File: src/rtl/button_press_decoder.sv
// button_press_decoder
//   Turns the three raw front-panel buttons into one-cycle command pulses for
//   the mode FSM. Each button is synchronised (2 flops) and debounced. INC
//   presses are classified as short or long by hold time. Coincident events
//   are queued in pending bits and emitted one per cycle by fixed priority
//   (set > sw > inc_long > inc_short), so at most one output is high per cycle.
//
// Ports
//   clk          in   system clock, everything on posedge
//   rst          in   synchronous reset, active-high
//   btn_inc_raw  in   raw INC button (async, bouncing, 1 = pressed)
//   btn_set_raw  in   raw SET button (async, bouncing, 1 = pressed)
//   btn_sw_raw   in   raw SW button  (async, bouncing, 1 = pressed)
//   inc_short    out  pulse: INC released before LONG_CYC hold
//   inc_long     out  pulse: INC hold reached LONG_CYC
//   set          out  pulse: SET press accepted
//   sw           out  pulse: SW press accepted
module button_press_decoder #(
    parameter int unsigned DEBOUNCE_CYC = 500_000,
    parameter int unsigned LONG_CYC     = 50_000_000
) (
    input  logic clk,
    input  logic rst,
    input  logic btn_inc_raw,
    input  logic btn_set_raw,
    input  logic btn_sw_raw,
    output logic inc_short,
    output logic inc_long,
    output logic set,
    output logic sw
);

    localparam int unsigned DB_W   = $clog2(DEBOUNCE_CYC + 1);
    localparam int unsigned HOLD_W = $clog2(LONG_CYC);
    localparam logic [DB_W-1:0]   DB_MAX    = DB_W'(DEBOUNCE_CYC);
    localparam logic [HOLD_W-1:0] HOLD_LAST = HOLD_W'(LONG_CYC - 1);

    typedef enum logic [1:0] {
        IDLE,
        HOLD,
        WAIT_REL
    } inc_state_e;

    // Button index: 0 = INC, 1 = SET, 2 = SW
    logic [2:0]            sync1_q, sync2_q;
    logic [2:0]            stable_q, stable_d;
    logic [2:0][DB_W-1:0]  db_cnt_q, db_cnt_d;
    logic [2:0]            accept;
    logic [2:0]            rise;
    logic                  inc_fall;

    inc_state_e            state_q, state_d;
    logic [HOLD_W-1:0]     hold_q, hold_d;
    logic                  ev_short, ev_long;

    // Pending / output bit order: 0 = set, 1 = sw, 2 = inc_long, 3 = inc_short
    logic [3:0]            events;
    logic [3:0]            pend_q, pend_d;
    logic [3:0]            grant;
    logic [3:0]            out_q;

    // Debounce: count consecutive cycles the synchronised level differs from the
    // stable level; accept the new level on the cycle the count is already full.
    always_comb begin
        stable_d = stable_q;
        db_cnt_d = '0;
        accept   = '0;
        for (int unsigned i = 0; i < 3; i++) begin
            if (sync2_q[i] != stable_q[i]) begin
                if (db_cnt_q[i] == DB_MAX) begin
                    stable_d[i] = sync2_q[i];
                    accept[i]   = 1'b1;
                end else begin
                    db_cnt_d[i] = db_cnt_q[i] + DB_W'(1);
                end
            end
        end
    end

    assign rise     = accept & sync2_q;
    assign inc_fall = accept[0] & ~sync2_q[0];

    // INC classifier; reacts to the accept strobe so it lines up with SET/SW events.
    always_comb begin
        state_d  = state_q;
        hold_d   = hold_q;
        ev_short = 1'b0;
        ev_long  = 1'b0;
        case (state_q)
            IDLE: begin
                if (rise[0]) begin
                    state_d = HOLD;
                    hold_d  = '0;
                end
            end
            HOLD: begin
                hold_d = hold_q + HOLD_W'(1);
                if (hold_q == HOLD_LAST) begin
                    ev_long = 1'b1;
                    hold_d  = '0;
                    // A release on the very same cycle must not strand us in WAIT_REL.
                    state_d = inc_fall ? IDLE : WAIT_REL;
                end else if (inc_fall) begin
                    ev_short = 1'b1;
                    hold_d   = '0;
                    state_d  = IDLE;
                end
            end
            WAIT_REL: begin
                if (inc_fall) begin
                    state_d = IDLE;
                end
            end
            default: state_d = IDLE;
        endcase
    end

    // Arbitration: lowest set bit wins (x & -x). A new event for a source whose
    // pending bit is still set is dropped.
    assign events = {ev_short, ev_long, rise[2], rise[1]};
    assign grant  = pend_q & (~pend_q + 4'd1);
    assign pend_d = (pend_q & ~grant) | (events & ~pend_q);

    always_ff @(posedge clk) begin
        if (rst) begin
            sync1_q  <= '0;
            sync2_q  <= '0;
            stable_q <= '0;
            db_cnt_q <= '0;
            state_q  <= IDLE;
            hold_q   <= '0;
            pend_q   <= '0;
            out_q    <= '0;
        end else begin
            sync1_q  <= {btn_sw_raw, btn_set_raw, btn_inc_raw};
            sync2_q  <= sync1_q;
            stable_q <= stable_d;
            db_cnt_q <= db_cnt_d;
            state_q  <= state_d;
            hold_q   <= hold_d;
            pend_q   <= pend_d;
            out_q    <= grant;
        end
    end

    assign set       = out_q[0];
    assign sw        = out_q[1];
    assign inc_long  = out_q[2];
    assign inc_short = out_q[3];

endmodule

File: config.mk
export PLATFORM = sky130hd
export DESIGN_NAME = button_press_decoder
export DESIGN_NICKNAME = d
export VERILOG_FILES = /design/src/rtl/button_press_decoder.sv
export SDC_FILE = /design/constraint.sdc
export NUM_CORES = 1
export LEC_CHECK = 0
export BUFFER_PORTS_ARGS = -buffer_cell sky130_fd_sc_hd__buf_2
export CAP_MARGIN = 20
export CORE_MARGIN = 4
export CORE_UTILIZATION = 45
export DETAILED_ROUTE_END_ITERATION = 8
export SKIP_CTS_REPAIR_TIMING = 1
export SLEW_MARGIN = 20
export SYNTH_ARGS = -nofsm -noshare
export SYNTH_HDL_FRONTEND = slang
export SYNTH_SLANG_ARGS = --single-unit
File: constraint.sdc
create_clock -name clk -period 2.9 [get_ports clk]
set_clock_uncertainty 0.2 [all_clocks]
set_input_delay 0.145 -clock clk [delete_from_list [all_inputs] [get_ports clk]]
set_output_delay 0.145 -clock clk [all_outputs]
set_load 0.02 [all_outputs]
==> results of run 1 <==
sequential cells by signal, summed over array words and instances, names as in the netlist:
| register | flops |
|---|---|
| stable_q | 3 |
| sync2_q | 3 |
| out_q | 4 |
| pend_q | 4 |
| db_cnt_q | 57 |
| state_q | 2 |
| sync1_q | 3 |
| hold_q | 26 |
metrics by stage:
step	hold WS (ps)	utilization, %	std cells	setup WS (ps)
final	250.9	49.87	701	353.6
after global routing	260.4	49.87	701	139.8
after CTS	-215.1	49.48	697	338.3
after detailed placement	180.0	47.72	681	363.4
after global placement	171.2	47.72	681	453.7
after floorplan	73.18	-	551	742.3
logic make-up (layout without fill, tap and decap cells):
| logic type | after synthesis | count (layout) | synth area share (%) |
|---|---|---|---|
| AND/OR/NAND/NOR | 279 | 279 | 31.51 |
| flip-flops | 102 | 102 | 42.99 |
| XOR/XNOR | 58 | 58 | 10.70 |
| AO/OA/AOI/OAI | 50 | 50 | 6.665 |
| buffers and inverters | 43 | 57 | 3.767 |
| multiplexers | 12 | 12 | 2.529 |
| adder cells (fa/ha/maj) | 7 | 7 | 1.844 |
Yosys cell counts (10+ instances only):
cell     number  area [µm²]
nor2b_1      10       62.56
nor3_1       13       65.06
nand4_1      26       162.7
nand3_1      37       185.2
nor2_1       78       292.8
mux2i_1      12       120.1
inv_1        21       78.83
dfxtp_1     102        2042
xnor2_1      22       192.7
a31oi_1      18       112.6
nand2_1      42       157.7
o21ai_0      11       55.05
xor2_1       36       315.3
power by group:
group	total, mW	switching, mW	internal, mW
clock	0.838	0.498	0.340
combinational	0.0524	0.0330	0.0193
sequential	1.41	0.00382	1.40
layer usage:
metal	up-vias	part of all wire (%)
li1	1963	-
met1	1759	49
met2	59	46
met3	9	3.8
met4	0	1.3
met5	-	0
layout make-up:
| type | count | area, µm² | share of cell area (%) |
|---|---|---|---|
| Timing Repair Buffer | 19 | 132.6 | 2.576 |
| Tap cell | 136 | 170.2 | 3.305 |
| Multi-Input combinational cell | 406 | 2539 | 49.31 |
| Inverter | 22 | 82.58 | 1.604 |
| Sequential cell | 102 | 2042 | 39.66 |
| Clock buffer | 10 | 137.6 | 2.673 |
| Clock inverter | 6 | 45.04 | 0.8748 |
worst min-delay path by stage:
stage,startpoint,to,slack [ps],depth (start not counted)
floorplan,btn_inc_raw,sync1_q[0],70,1
global placement,btn_sw_raw,sync1_q[2],170,2
detailed placement,btn_set_raw,sync1_q[1],180,2
CTS,btn_set_raw,sync1_q[1],-220,2
global route,sync1_q[0],sync2_q[0],260,1
finish,sync1_q[2],sync2_q[2],250,1
==> flow_summary.ini, run 1 <==
[status]
status = complete, no violations

[sta]
slew_headroom_pct = 46.42
hold_violations = 0
fin_crit_ps = 2546
fin_crit_sh_pct = 87.81
final_max_slew_viol_count = 0
fmax_mhz = 392.7
tns_ps = 0
rsz0062_at_grt = false
worst_pin_slew_ps = 803.7
setup_viol = 0

[final_layout]
drive_gt1_share_pct = 7.788
stdcell_area_mm2 = 0.005149
final_cell_mix = dfxtp_1 (102), nor2_1 (78), nand2_1 (42)
fillCellCount = 990
diodes = 0
final_common_cell = dfxtp_1
area_delta_synth_final_pct = 8.404
nets = 572

[die]
start_util_pct = 46.01
die_area_mm2 = 0.01226
core_mm2 = 0.01032
rows = 37
io_pins = 9
fp.dieW_um = 110.7
die_h_um = 110.7

[route]
vias = 3790
drtPass1Iterations = 4
drtIter0Drc = 312
drc = 0
wl_um = 9118
drt-vias-per-instance = 5.407
routedWlPerCell_um = 13.01
ant_nets = 0

[clock_network]
clk_path_buf_depth = 2
clkTransAtPathRegs_ps = 100
clk_latency_ps = 380
root_buffer = clkbuf_8
cts_sinks = 102
cts_tree = built
htree_levels = 3
cts_buffers = 9

[power]
irDropWorstVdd_v = 0.0002021
fin_total_pwr_mw = 2.299
p_per_area_mw_per_mm2 = 446.5
leakagePower_nw = 1.607

[synthesis]
synth_warnings = 0
synth.net_count = 563
yosysUniqueCellTypes = 49
synth_edf_count = 0
yosysSeqAreaShare_pct = 42.99
syn_area_mm2 = 0.004750
synth_cells = 551
synth_flop_cell = dfxtp_1
syn_area_per_cell_um2 = 8.620
async_flop_share_pct = 0
synth-seq-cells = 102

[worst_setup_path]
rrSetupSlack_ps = 350
crit_end = hold_q[13]
crit_start = db_cnt_q[3]
startpoint_type = flip-flop
regToRegStartpoint = db_cnt_q[3]
worstSetupPathType = flip-flop to flip-flop
worst_path_largest_cell_delay_ps = 570
cp_data_arrival_time_ps = 2600
critPathCaptureType = flip-flop
critPathTopFamily = simple AND/OR/NAND/NOR gates
r2r_end = hold_q[13]
slowest_stage = or4b_1
cp.required_ps = 2950
critical_path_buf_inv_count = 1
r2r_cells = 6
cp_cell_sequence = or4b_1 -> nor4_1 -> a21oi_2 -> buf_4 -> a31oi_1 -> o22ai_1
crit_cells = 6
crit_fanout = 18

[run]
maxCapViolCount = 0

[min_path]
hp-class = flip-flop to flip-flop

[place]
hpwlAfterDp_um = 6380
portBuffers = 8
globalplace.congestion = 0.7803
placed_cell_area_mm2 = 0.004926

[global_routing]
use_met1_pct = 20.60
antenna_found_initial = 0
grt_max_degree = 23
grt_pass1_wl_um = 15970
overflow = 0
grt_pass1_vias = 3463
grt-busiest-layer = met2
grtUsageTotal_pct = 15.31
grtUsageMet2_pct = 24.07
gr-usage-met3_pct = 3.603
No activity file was read; power rests on OpenSTA's default activity.
==> run 2: changes to the inputs <==
--- a/config.mk
+++ b/config.mk
@@ -7,6 +7,7 @@
 export LEC_CHECK = 0
 export BUFFER_PORTS_ARGS = -buffer_cell sky130_fd_sc_hd__buf_2
 export CAP_MARGIN = 20
+export CORE_ASPECT_RATIO = 1.4
 export CORE_MARGIN = 4
 export CORE_UTILIZATION = 45
 export DETAILED_ROUTE_END_ITERATION = 8
==> run 2 against run 1 <==
Combinational power increased by 2%. First-iteration DRC count decreased by 55%. Sequential share of layout area decreased by 0.64 points. Count of clock-buffer cells in the layout unchanged. Setup slack got worse by 21 ps. Power increased by 9.8%. Maximum frequency decreased by 0.82%. Wire length increased by 3.5%. Via count increased by 0.71%.
==> flow_summary.ini, run 2 (synthesis gave the netlist of run 1 again) <==
[route]
wl_um = 9436
vias = 3817
drt-vias-per-instance = 5.445
drtIter0Drc = 139
drc = 0
ant_nets = 0
drtPass1Iterations = 4
routedWlPerCell_um = 13.46

[global_routing]
grtUsageTotal_pct = 16.32
antenna_found_initial = 1
grt_pass1_vias = 3674
overflow = 0
grt_pass1_wl_um = 16260
grt_max_degree = 23

[sta]
tns_ps = 0
fin_crit_sh_pct = 88.53
slew_headroom_pct = 38.19
rsz0062_at_grt = false
final_max_slew_viol_count = 0
fin_crit_ps = 2567
worst_pin_slew_ps = 927.1
fmax_mhz = 389.5
hold_violations = 0
setup_viol = 0

[final_layout]
nets = 574
max_flop_register = db_cnt_q
largest_reg_flops = 57
final_common_cell = dfxtp_1
diodes = 0
final_cells = 701
reg_top3 = db_cnt_q: 57 flops, hold_q: 26 flops
drive_gt1_share_pct = 7.638
area_delta_synth_final_pct = 10.17
final_cell_mix = dfxtp_1 (102), nor2_1 (78), nand2_1 (42)

[worst_setup_path]
r2r_end = hold_q[4]
slowest_stage = a21oi_2
rrSetupSlack_ps = 330
critPathCaptureType = flip-flop
r2r_cells = 7
worst_path_largest_cell_delay_ps = 690
cp_data_arrival_time_ps = 2620
worstSetupPathType = flip-flop to flip-flop
crit_fanout = 20
critPathTopFamily = compound AO/OA/AOI/OAI gates
startpoint_type = flip-flop
critical_path_buf_inv_count = 1
regToRegStartpoint = db_cnt_q[0]
cp_cell_sequence = inv_1 -> ha_1 -> nand4b_1 -> nor3_4 -> a21oi_2 -> nand2_1 -> o21ai_0
cp.required_ps = 2960

[clock_network]
cts_buffers = 9
clk_path_buf_depth = 2
clkTransAtPathRegs_ps = 60
root_buffer = clkbuf_16
clk_latency_ps = 340
cts_tree = built
htree_levels = 3
cts_sinks = 102

[die]
rows = 44
die_h_um = 129.6
start_util_pct = 45.89
die_area_mm2 = 0.01229
core_mm2 = 0.01035
io_pins = 9
fp.dieW_um = 94.83

[min_path]
hp-class = input pin to flip-flop
hp-start = rst
hold_end = stable_q[0]
hold_path_depth = 2

[place]
placed_cells = 686
hpwlAfterDp_um = 6804
portBuffers = 8
globalplace.congestion = 0.8336

[status]
status = complete, no violations

[power]
leakagePower_nw = 1.644
p_per_area_mw_per_mm2 = 482.3
irDropWorstVdd_v = 0.0002541

[run]
maxCapViolCount = 0
-- run 2: cell count changes in the layout (fill, tap and decap cells not counted), moves of 3 or more --
cell	before	now
buf_4	7	10
clkbuf_16	0	9
clkbuf_8	10	1
clkinv_4	3	0
-- run 2: cell type report --
cell class	count	area (µm²)
multi-input combinational	406	2539
clock inverter	2	12.51
timing repair buffer	21	145.1
sequential	102	2042
tap	138	172.7
fill	1069	5117
inverter	22	82.58
clock buffer	10	239.0
-- run 2: per-layer routing --
metal  up-vias  part of all wire, %  track usage, %
met5         -                 0.14               0
met4         2                  2.4           7.901
met3        19                  2.1           2.381
met2        43                   52           29.19
met1      1799                   44           18.80
li1       1954                    -               -
-- run 2: worst reg2reg max path: stages (launching register included) --
cell      delay [ps]
dfxtp_1          400
inv_1             70
ha_1             200
nand4b_1         150
nor3_4            90
a21oi_2          690
nand2_1          420
o21ai_0          270
-- run 2: worst max-delay path by stage --
stage / slack, ps / from / endpoint / depth (start not counted)
final: 330 / db_cnt_q[0] / hold_q[4] / 7
after detailed placement: 340 / db_cnt_q[0] / hold_q[4] / 7
after global routing: 130 / db_cnt_q[0] / hold_q[0] / 7
after CTS: 320 / db_cnt_q[0] / hold_q[4] / 7
after global placement: 370 / db_cnt_q[0] / hold_q[4] / 7
after floorplan: 740 / hold_q[2] / hold_q[25] / 6
-- run 2: metrics by stage --
| stage | power (mW) | utilization (%) | instance area (µm²) | setup WS [ps] | hold WS, ps |
|---|---|---|---|---|---|
| after floorplan | 1.476 | - | 4750 | 742.3 | 73.18 |
| after global routing | 2.618 | 50.56 | 5233 | 131.4 | 53.90 |
| final | 2.524 | 50.56 | 5233 | 332.7 | 10.62 |
| after CTS | 2.563 | 50.27 | 5202 | 323.0 | -186.4 |
| after global placement | 1.491 | 47.84 | 4951 | 371.1 | 169.8 |
| after detailed placement | 1.492 | 47.84 | 4951 | 338.6 | 172.9 |
-- run 2: where the power goes --
part | total, mW | switching, mW | internal [mW]
clock network | 1.06 | 0.477 | 0.584
registers | 1.41 | 0.00383 | 1.41
logic | 0.0532 | 0.0338 | 0.0194
==> run 3: changes to the inputs <==
--- a/config.mk
+++ b/config.mk
@@ -11,6 +11,7 @@
 export CORE_MARGIN = 4
 export CORE_UTILIZATION = 45
 export DETAILED_ROUTE_END_ITERATION = 8
+export REMOVE_ABC_BUFFERS = 1
 export SKIP_CTS_REPAIR_TIMING = 1
 export SLEW_MARGIN = 20
 export SYNTH_ARGS = -nofsm -noshare
==> run 3 against run 2 <==
Power up 2.1%. Critical path depth down 1. Sequential share of layout area down 0.11 points. Clock power up 5%. Die area unchanged. Flip-flop and latch count unchanged. First-iteration DRC count up 17%. Maximum frequency up 1.7%. Critical path type unchanged. Critical endpoint is now hold_q[13]. Largest cell class unchanged. Largest power group unchanged.
==> flow_summary.ini, run 3 (synthesis gave the netlist of run 1 again) <==
[sta]
final_max_slew_viol_count = 0
fmax_mhz = 396.1
setup_viol = 0
worst_pin_slew_ps = 829.0
tns_ps = 0
fin_crit_ps = 2525
slew_headroom_pct = 44.74
finalWorstSetupSlack_ps = 375.3
fin_crit_sh_pct = 87.06
rsz0062_at_grt = false
hold_violations = 0

[route]
wl_um = 9457
drt-vias-per-instance = 5.430
routedWlPerCell_um = 13.47
drtPass1Iterations = 4
drc = 0
ant_nets = 0
drtIter0Drc = 162
vias = 3812

[final_layout]
drive_gt1_share_pct = 7.801
reg_top3 = db_cnt_q: 57 flops, hold_q: 26 flops
diodes = 0
max_flop_register = db_cnt_q
nets = 573
area_delta_synth_final_pct = 10.48
final_common_cell = dfxtp_1
largest_reg_flops = 57
final_cells = 702
final_cell_mix = dfxtp_1 (102), nor2_1 (78), nand2_1 (42)

[worst_setup_path]
critPathTopFamily = simple AND/OR/NAND/NOR gates
cp.required_ps = 2900
worstSetupPathType = flip-flop to flip-flop
slowest_stage = or4b_4
crit_fanout = 14
cp_data_arrival_time_ps = 2530
regToRegStartpoint = db_cnt_q[6]
critical_path_buf_inv_count = 1
startpoint_type = flip-flop
rrSetupSlack_ps = 380
critPathCaptureType = flip-flop
r2r_end = hold_q[13]
cp_cell_sequence = or4b_4 -> nor3_4 -> a311oi_2 -> buf_4 -> a31oi_1 -> o22ai_1
r2r_cells = 6
worst_path_largest_cell_delay_ps = 560

[die]
die_area_mm2 = 0.01229
die_h_um = 129.6
io_pins = 9
rows = 44
core_mm2 = 0.01035
fp.dieW_um = 94.83
start_util_pct = 45.89

[clock_network]
cts_buffers = 9
cts_tree = built
root_buffer = clkbuf_16
clkTransAtPathRegs_ps = 70
clk_path_buf_depth = 2
cts_sinks = 102
htree_levels = 3
clk_latency_ps = 330

[run]
maxCapViolCount = 0

[place]
hpwlAfterDp_um = 6698
placed_cells = 685
globalplace.congestion = 0.8904
pre_cts_ws_ps = 416.2
portBuffers = 8

[status]
status = complete, no violations

[min_path]
hp-class = input pin to flip-flop
hold_path_depth = 2
hold_end = stable_q[2]
hp-start = rst

[global_routing]
grtUsageTotal_pct = 16.61
grt_pass1_vias = 3634
overflow = 0
antenna_found_initial = 0
grt_pass1_wl_um = 16440
grt_max_degree = 23

[power]
p_per_area_mw_per_mm2 = 491.1
leakagePower_nw = 1.650
fin_total_pwr_mw = 2.577
irDropWorstVdd_v = 0.0002515
run 3: cell types whose count changed in the layout (fill, tap and decap cells not counted):
cell	before	now
clkinv_4	0	1
buf_4	10	9
clkbuf_8	1	2
run 3: area by class of cell:
type | instances | area, µm²
fill | 1035 | 5102
multi-input combinational | 406 | 2539
clock buffer | 11 | 252.7
timing repair buffer | 20 | 137.6
tap | 138 | 172.7
clock inverter | 3 | 21.27
sequential | 102 | 2042
inverter | 22 | 82.58
run 3: routing by layer:
| metal | track usage [%] | part of all wire [%] | vias to the layer above |
|---|---|---|---|
| met5 | 0 | 0 | - |
| met3 | 3.484 | 2.2 | 11 |
| li1 | - | - | 1962 |
| met2 | 29.90 | 52 | 44 |
| met1 | 19.62 | 45 | 1795 |
| met4 | 4.928 | 1.4 | 0 |
run 3: worst max path at each step:
| stage | slack (ps) | end | startpoint | cells after the start |
|---|---|---|---|---|
| 2_1_floorplan | 30 | hold_q[10] | db_cnt_q[0] | 6 |
| 3_3_place_gp | 460 | hold_q[12] | db_cnt_q[6] | 6 |
| 3_5_place_dp | 420 | hold_q[13] | db_cnt_q[6] | 6 |
| 4_1_cts | 400 | hold_q[13] | db_cnt_q[6] | 6 |
| 5_1_grt | 220 | hold_q[9] | db_cnt_q[3] | 5 |
| 6_report | 380 | hold_q[13] | db_cnt_q[6] | 6 |
run 3: through the flow:
step                hold WS (ps)  util (%)  instance area (µm²)
floorplan                  9.646         -                 4653
global placement           164.3     47.76                 4943
detailed placement         162.6     47.76                 4943
CTS                       -178.1     50.41                 5218
global route               71.64     50.70                 5248
finish                     42.35     50.70                 5248
run 3: worst register-to-register path, cell delays in order, from the launching register on:
cell and delay (ps):
dfxtp_1 360, or4b_4 560, nor3_4 360, a311oi_2 340, buf_4 300, a31oi_1 170
o22ai_1 100
run 3: power by group:
group	internal, mW	switching [mW]	total, mW
logic	0.0193	0.0346	0.0539
registers	1.41	0.00366	1.41
clock network	0.619	0.495	1.11
total	2.04	0.533	2.58
